--- src/rtl/step_controller.sv ---
// Step controller for single-stepping a soft CPU.
// Issues one-cycle clock-enable pulses in single-step, burst, free-run or
// run-to-breakpoint modes. It counts every pulse issued and keeps a sticky
// flag that records when the breakpoint stopped a run.
module step_controller #(
  parameter int RATE_DIV = 1000000
) (
  input  logic        iwClk100M,
  input  logic        iwRst,
  input  logic        iwKeyPulse,
  input  logic [1:0]  iwMode,
  input  logic [7:0]  iwBurstLen,
  input  logic [31:0] iwPc,
  input  logic [31:0] iwBreakPc,
  output logic        owStepEn,
  output logic        owRunning,
  output logic [15:0] owStepCount,
  output logic        owBreakHit
);

  typedef enum logic [1:0] {
    IDLE  = 2'b00,
    STEP  = 2'b01,
    BURST = 2'b10,
    RUN   = 2'b11
  } stateT;

  localparam logic [1:0] MODE_SINGLE = 2'b00;
  localparam logic [1:0] MODE_BURST  = 2'b01;
  localparam logic [1:0] MODE_FREE   = 2'b10;
  localparam logic [1:0] MODE_BREAK  = 2'b11;

  // The divider resets to 0 on the cycle after each pulse slot. It therefore
  // reaches RATE_DIV-1 exactly RATE_DIV cycles after the previous slot.
  localparam logic [26:0] DIV_LAST = 27'(RATE_DIV - 1);

  stateT       state;
  stateT       stateNext;
  logic [1:0]  latchedMode;
  logic [1:0]  modeNext;
  logic [7:0]  remaining;
  logic [7:0]  remainingNext;
  logic [26:0] divider;
  logic [26:0] dividerNext;
  logic        stepEnNext;
  logic        runningNext;
  logic        breakHitNext;
  logic [15:0] stepCount;
  logic        slot;

  assign slot        = (divider == DIV_LAST);
  assign owStepCount = stepCount;

  // Next-state logic. All outputs are registered, so each pulse is decided
  // one edge before the cycle in which it appears.
  always_comb begin
    stateNext     = state;
    modeNext      = latchedMode;
    remainingNext = remaining;
    dividerNext   = divider;
    stepEnNext    = 1'b0;
    breakHitNext  = owBreakHit;
    runningNext   = 1'b0;

    case (state)
      IDLE: begin
        if (iwKeyPulse) begin
          modeNext      = iwMode;
          breakHitNext  = 1'b0;
          dividerNext   = '0;
          remainingNext = '0;
          case (iwMode)
            MODE_SINGLE: begin
              stateNext  = STEP;
              stepEnNext = 1'b1;
            end
            MODE_BURST: begin
              stateNext = BURST;
              if (iwBurstLen != 8'd0) begin
                stepEnNext    = 1'b1;
                remainingNext = iwBurstLen - 8'd1;
              end
            end
            MODE_FREE: begin
              stateNext  = RUN;
              stepEnNext = 1'b1;
            end
            MODE_BREAK: begin
              // The start edge is itself a pulse slot, so a PC that is
              // already at the breakpoint stops the run immediately.
              if (iwPc == iwBreakPc) begin
                breakHitNext = 1'b1;
              end else begin
                stateNext  = RUN;
                stepEnNext = 1'b1;
              end
            end
          endcase
        end
      end

      STEP: begin
        stateNext = IDLE;
      end

      BURST: begin
        if (iwKeyPulse) begin
          stateNext = IDLE;
        end else if (remaining == 8'd0) begin
          stateNext = IDLE;
        end else if (slot) begin
          dividerNext   = '0;
          stepEnNext    = 1'b1;
          remainingNext = remaining - 8'd1;
        end else begin
          dividerNext = divider + 27'd1;
        end
      end

      RUN: begin
        if (iwKeyPulse) begin
          stateNext = IDLE;
        end else if (slot) begin
          dividerNext = '0;
          if ((latchedMode == MODE_BREAK) && (iwPc == iwBreakPc)) begin
            breakHitNext = 1'b1;
            stateNext    = IDLE;
          end else begin
            stepEnNext = 1'b1;
          end
        end else begin
          dividerNext = divider + 27'd1;
        end
      end

      default: begin
        stateNext = IDLE;
      end
    endcase

    if (stateNext == IDLE) begin
      dividerNext   = '0;
      remainingNext = '0;
    end

    runningNext = (stateNext == BURST) || (stateNext == RUN);
  end

  // State, timing and output registers. The step counter adds one at the end
  // of every cycle in which the enable pulse is high.
  always_ff @(posedge iwClk100M) begin
    if (iwRst) begin
      state       <= IDLE;
      latchedMode <= MODE_SINGLE;
      remaining   <= '0;
      divider     <= '0;
      owStepEn    <= 1'b0;
      owRunning   <= 1'b0;
      owBreakHit  <= 1'b0;
      stepCount   <= '0;
    end else begin
      state       <= stateNext;
      latchedMode <= modeNext;
      remaining   <= remainingNext;
      divider     <= dividerNext;
      owStepEn    <= stepEnNext;
      owRunning   <= runningNext;
      owBreakHit  <= breakHitNext;
      stepCount   <= stepCount + {15'd0, owStepEn};
    end
  end

endmodule
--- config.mk ---
export PLATFORM = sky130hd
export DESIGN_NAME = step_controller
export DESIGN_NICKNAME = d
export VERILOG_FILES = /design/src/rtl/step_controller.sv
export SDC_FILE = /design/constraint.sdc
export NUM_CORES = 1
export LEC_CHECK = 0
export CORE_MARGIN = 10
export CORE_UTILIZATION = 53
export CTS_CLUSTER_SIZE = 40
export DETAILED_ROUTE_END_ITERATION = 10
export PLACE_DENSITY = 0.86
export SETUP_SLACK_MARGIN = 0.2
export SYNTH_ARGS = -nofsm -noshare
export SYNTH_HDL_FRONTEND = slang
export SYNTH_SLANG_ARGS = --single-unit
--- constraint.sdc ---
create_clock -name iwClk100M -period 6.3 [get_ports iwClk100M]
set_clock_uncertainty 0.1 [all_clocks]
set_input_delay 0.63 -clock iwClk100M [delete_from_list [all_inputs] [get_ports iwClk100M]]
set_output_delay 0.63 -clock iwClk100M [all_outputs]
set_load 0.01 [all_outputs]
## After elaboration in Yosys (flattened, before gate mapping)

Index checks and enable logic that the tools add are counted.

| operators by class | value |
|---|---|
| $add $sub $neg | 4 |
| eq/ne operators | 18 |
| multiplexer cells | 40 |
| reductions and logical operators | 16 |

Operators with widths:

| kind | number |
|---|---|
| 2-to-1 mux 27 bit | 5 |
| one-hot mux 27 bit (3 select lines) | 1 |
| 2-to-1 mux 8 bit | 6 |
| equality test 32 bit | 1 |
| adder 27 x 1 -> 27 bit, second input constant | 1 |
| equality test 27 x 20 -> 1 bit, second input constant | 1 |
| adder 16 x 1 -> 16 bit | 1 |
| one-hot mux 2 bit (4 select lines) | 2 |
| one-hot mux 8 bit (2 select lines) | 1 |
| subtractor 8 x 1 -> 8 bit, second input constant | 2 |
| 2-to-1 mux 1 bit | 15 |
| AND reduction 5 bit | 3 |
| equality test 2 bit, second input constant | 7 |
| 2-to-1 mux 2 bit | 7 |
| != test 2 bit, second input constant | 7 |
| zero test 8 bit | 1 |
| nonzero test 8 bit | 1 |
| zero test 2 bit | 3 |
| one-hot mux 1 bit (3 select lines) | 2 |
| equality test 2 x 1 -> 1 bit, second input constant | 2 |
| nonzero test 2 bit | 2 |
| OR reduction 2 bit | 2 |
| nonzero test 3 bit | 1 |
| one-hot mux 1 bit (2 select lines) | 1 |
| other kinds (3) | 3 |

| storage, ports and cells | value |
|---|---|
| bits in registers | 58 |
| output and inout port bits | 19 |
| word-level logic and storage cells | 86 |

## Logic depth before layout (Yosys ltp)

| depth | value |
|---|---|
| depth after elaboration | 8 |
| mapped depth | 10 |
| depth with buffers taken out | 9 |

## Worst setup path before layout

No wires, ideal clock.

| timing | value |
|---|---|
| path type | input-to-reg |
| from | in iwBreakPc[27] |
| to | reg divider[14] |
| arrival | 2.164 ns |
| data required time | 6.087 ns |
| setup slack | 3.924 ns |
| stages | 8 |
| path buffers | 1 |
| cells stage by stage | xnor2_1 > nand4_1 > nor4_4 > a41oi_1 > a22oi_4 > a221oi_4 > buf_6 > and2_4 |

| on the way | value |
|---|---|
| word-level cells in the longest chain between the ends | 8 |
| elaborated cells between the ends (all ways) | 11 |

RTL lines:

| element | line | text |
|---|---|---|
| start: declaration | 14 | `input logic [31:0] iwBreakPc,` |
| equality test 32 bit (*) | 91, 125 |  |
| parallel branches: the longest is 4 deep, another holds one-hot mux 2 bit (4 select lines) | n/a |  |
| one-hot mux 2 bit (4 select lines) (*) | 65 | `case (state)` |
| zero test 2 bit (*) | 141 | `if (stateNext == IDLE) begin` |
| OR reduction 2 bit (no source line) (*) | n/a |  |
| end signal: assignment | 165 | `divider <= dividerNext;` |
| end: declaration | 43 | `logic [26:0] divider;` |

Every way passes the cells marked *.
A chain may end at the register's enable or synchronous reset.

## Worst setup path in the final report

| timing | value |
|---|---|
| from | in iwKeyPulse |
| to | reg divider[22] |

| on the way | value |
|---|---|
| word-level cells in the longest chain between the ends | 4 |
| elaborated cells between the ends (all ways) | 10 |

RTL lines:

| element | line | text |
|---|---|---|
| start: declaration | 10 | `input logic iwKeyPulse,` |
| 2-to-1 mux 2 bit (on tied branches) | 121, 107, 67 |  |
| one-hot mux 2 bit (4 select lines) | 65 |  |
| zero test 2 bit | 141 |  |
| OR reduction 2 bit (no source line) | n/a |  |

Several ways; a longest one is shown, not always the timed one.

==> impl_metrics.ini <==
[clock_network]
clock-sinks = 57
clockRootBuffer = clkbuf_8
cts_max_level = 3
path_clk_slew_ns = 0.06
cts_buffers = 9
cts_hold_buf = 0
clk_latency_ns = 0.34
cts_resized = 0
postCtsSetupBuffers = 0
cts_tree = yes
cts_buffer_depth = 2

[power]
p_leak_nw = 1.79
power.internal_mw = 0.656
combPwrFrac = 0.186
clkPwrFrac = 0.389
powerDensity_mw_per_mm2 = 185
switchingPower_mw = 0.226
pwr-share-seq = 0.424
ir_drop_v = 0.000169
sw_frac_of_total = 0.256

[critical_path]
worstPathMaxFanout = 19
crit_top_cell = nand2_1
critical_path_class = input pin to flip-flop
slowest_delay_ns = 0.71
arrival_ns = 3.07
cp_slowest_cell = a221oi_4
worst-path-buf-inv = 2
path_cells = clkdlybuf4s50_1 -> inv_1 -> nor3_2 -> nand2_1 -> nand2_1 -> a21oi_2 -> a221oi_4 -> and2_4
r2r-end = divider[18]
critPathLaunchType = input pin
end_kind = flip-flop
cp.depth = 8
r2r_setup_slack_ns = 3.66
rr_startpoint = remaining[0]
critPathTopFamily = simple AND/OR/NAND/NOR gates
r2r_cells = 9
required_ns = 6.49
worstSetupStartpoint = iwKeyPulse

[worst_hold_path]
worstHoldStart = latchedMode[0]
min_path_type = flip-flop to flip-flop
hold_depth = 2
hold_end = latchedMode[0]

[final_layout]
areaGrowthSynthToFinish_pct = 33.1
multiInputGateArea_mm2 = 0.00235
diodes = 0
drive_gt1_frac = 0.113
n_fill_cell = 489
final_common_cell = clkdlybuf4s50_1
utilization = 0.740
nets = 586
fin_area_mm2 = 0.00478
final-seq-area_mm2 = 0.00114
layoutNonFillerInstCount = 583
most-common-layout-cells = clkdlybuf4s50_1, dfxtp_1, xnor2_1

[synthesis]
yosys_register_bits = 57
synth_mux_area_frac = 0
synth_compound_area_frac = 0.129
synth_top_family_by_area = simple AND/OR/NAND/NOR gates
synth_area_leaders = dfxtp_1, xnor2_1, xor2_1, nand2_1, nor2_1
yosys.area_share.xor_xnor = 0.171
synth_area_mm2 = 0.00359
yosys_most_used_dff = dfxtp_1
netlist_instances = 404
ys_warn_count = 0
yosysTopAreaCell = dfxtp_1
yosysUniqueCellTypes = 64
post_synth_and_or_nand_nor_area_fraction = 0.331
yosys.area.top_type_share = 0.318
syn-mean-instance-area_um2 = 8.89
synth_edf_count = 0
async_flop_share = 0
ys_seq_area_frac = 0.318
synthesis.nets = 488
synth_fa_ha_area_frac = 0.0244

[run_status]
status = finished clean

[global_route]
grt_usage = 0.193
grt_use_met1 = 0.205
grt_pass1_vias = 3365
grt_start_max_net_pins = 25
busiest_layer = met2
grt_pass1_wl_mm = 16.1
gr-usage-met3 = 0.0533
grt_overflow_total = 0
antenna_found_initial = 0
use_met2 = 0.363

[die]
die_x_um = 102
ios = 96
die_area_mm2 = 0.0105
num_rows = 29
dieHeight_um = 102
initial_core_util = 0.556
core_mm2 = 0.00646

[timing]
setup_viol = 0
timing.fmax_mhz = 347
finalHoldViolCount = 0
fin_crit_sh = 0.458
fin_tns_setup_ns = 0
slew_headroom = 0.502
rsz0062_at_grt = no
min_period_ns = 2.88
finalMaxSlewViolations = 0
worstMarginPinSlew_ns = 0.747
fin_ws_ns = 3.42

[drt]
drc = 0
vias_per_cell = 5.65
drt-initial-drc-count = 158
wl_per_cell_um = 17.0
routed_wirelength_mm = 9.89
vias = 3292
antenna_left = 0
dr.pass1.iters = 4

[place]
place_area_mm2 = 0.00458
gp_congestion = 0.926
post-place-ws_ns = 3.09
io_buffer_count = 95
dpl.hpwl_mm = 7.83
placed_cells_incl_taps = 568

[job]
drv_cap = 0
==> layout make-up <==
cell class / instances / area share
flip-flops and latches: 57 / 0.239
clock buffers: 12 / 0.0325
repair buffers: 96 / 0.201
clock inverters: 3 / 0.00838
inverters: 10 / 0.00786
multi-input cells: 328 / 0.492
well taps: 77 / 0.0202
==> how the worst max path moves through the flow <==
stage	end	slack [ns]
after global placement	divider[24]	3.18
after CTS	divider[22]	3.43
final	divider[22]	3.42
after detailed placement	divider[22]	3.09
after global routing	divider[21]	3.20
after floorplan	divider[14]	3.92
==> cell families (layout without fill, tap and decap cells) <==
family / after synthesis / after routing
fa+ha+maj: 7 / 7
xor+xnor: 70 / 70
simple gates: 194 / 194
flops: 57 / 57
buf+inv: 19 / 121
compound gates: 57 / 57
==> metal layers <==
| metal | part of all wire | up-vias |
|---|---|---|
| met5 | 0 | - |
| met4 | 0.017 | 0 |
| met3 | 0.044 | 21 |
| met2 | 0.56 | 84 |
| met1 | 0.38 | 1560 |
| li1 | - | 1627 |
==> cells in the mapped netlist, drive strengths merged (4+ instances only) <==
cell type and instances:
nor2b 7, nor4b 4, a21oi 9, dfxtp 57
nor3 15, ha 7, nand3 22, and4 6
nor2 34, and2 26, xor2 21, nor4 7
xnor2 49, buf 5, clkbuf 4, nand4 15
a22oi 6, nand2 38, inv 10, and3 6
o21ai 13
==> power by group through the flow <==
stage | clock [mW] | combinational, mW | sequential (mW)
4_1_cts | 0.346 | 0.165 | 0.374
2_1_floorplan | 0 | 0.0903 | 0.381
3_5_place_dp | 0 | 0.163 | 0.382
6_report | 0.343 | 0.164 | 0.374
3_3_place_gp | 0 | 0.159 | 0.382
5_1_grt | 0.366 | 0.178 | 0.375
==> worst register-to-register path, stage by stage (launching register included) <==
cell      delay [ns]
dfxtp_1         0.44
inv_1           0.12
ha_1            0.21
nor4b_4         0.14
a311oi_4        0.42
nor2_2          0.19
nor4_4          0.44
nand4_1         0.17
xnor2_1         0.15
and2_4          0.15
==> state kept, by name, indices dropped and copies added, names as in the netlist <==
register / count
owStepCount: 16
divider: 27
latchedMode: 2
state: 1
remaining: 8
owRunning: 1
owStepEn: 1
owBreakHit: 1
==> through the flow <==
step	hold WS [ns]	power, mW
floorplan	0.336	0.471
global placement	0.352	0.541
detailed placement	0.359	0.545
CTS	0.367	0.885
global route	0.399	0.919
finish	0.368	0.882
(Power assumes the default switching activity.)
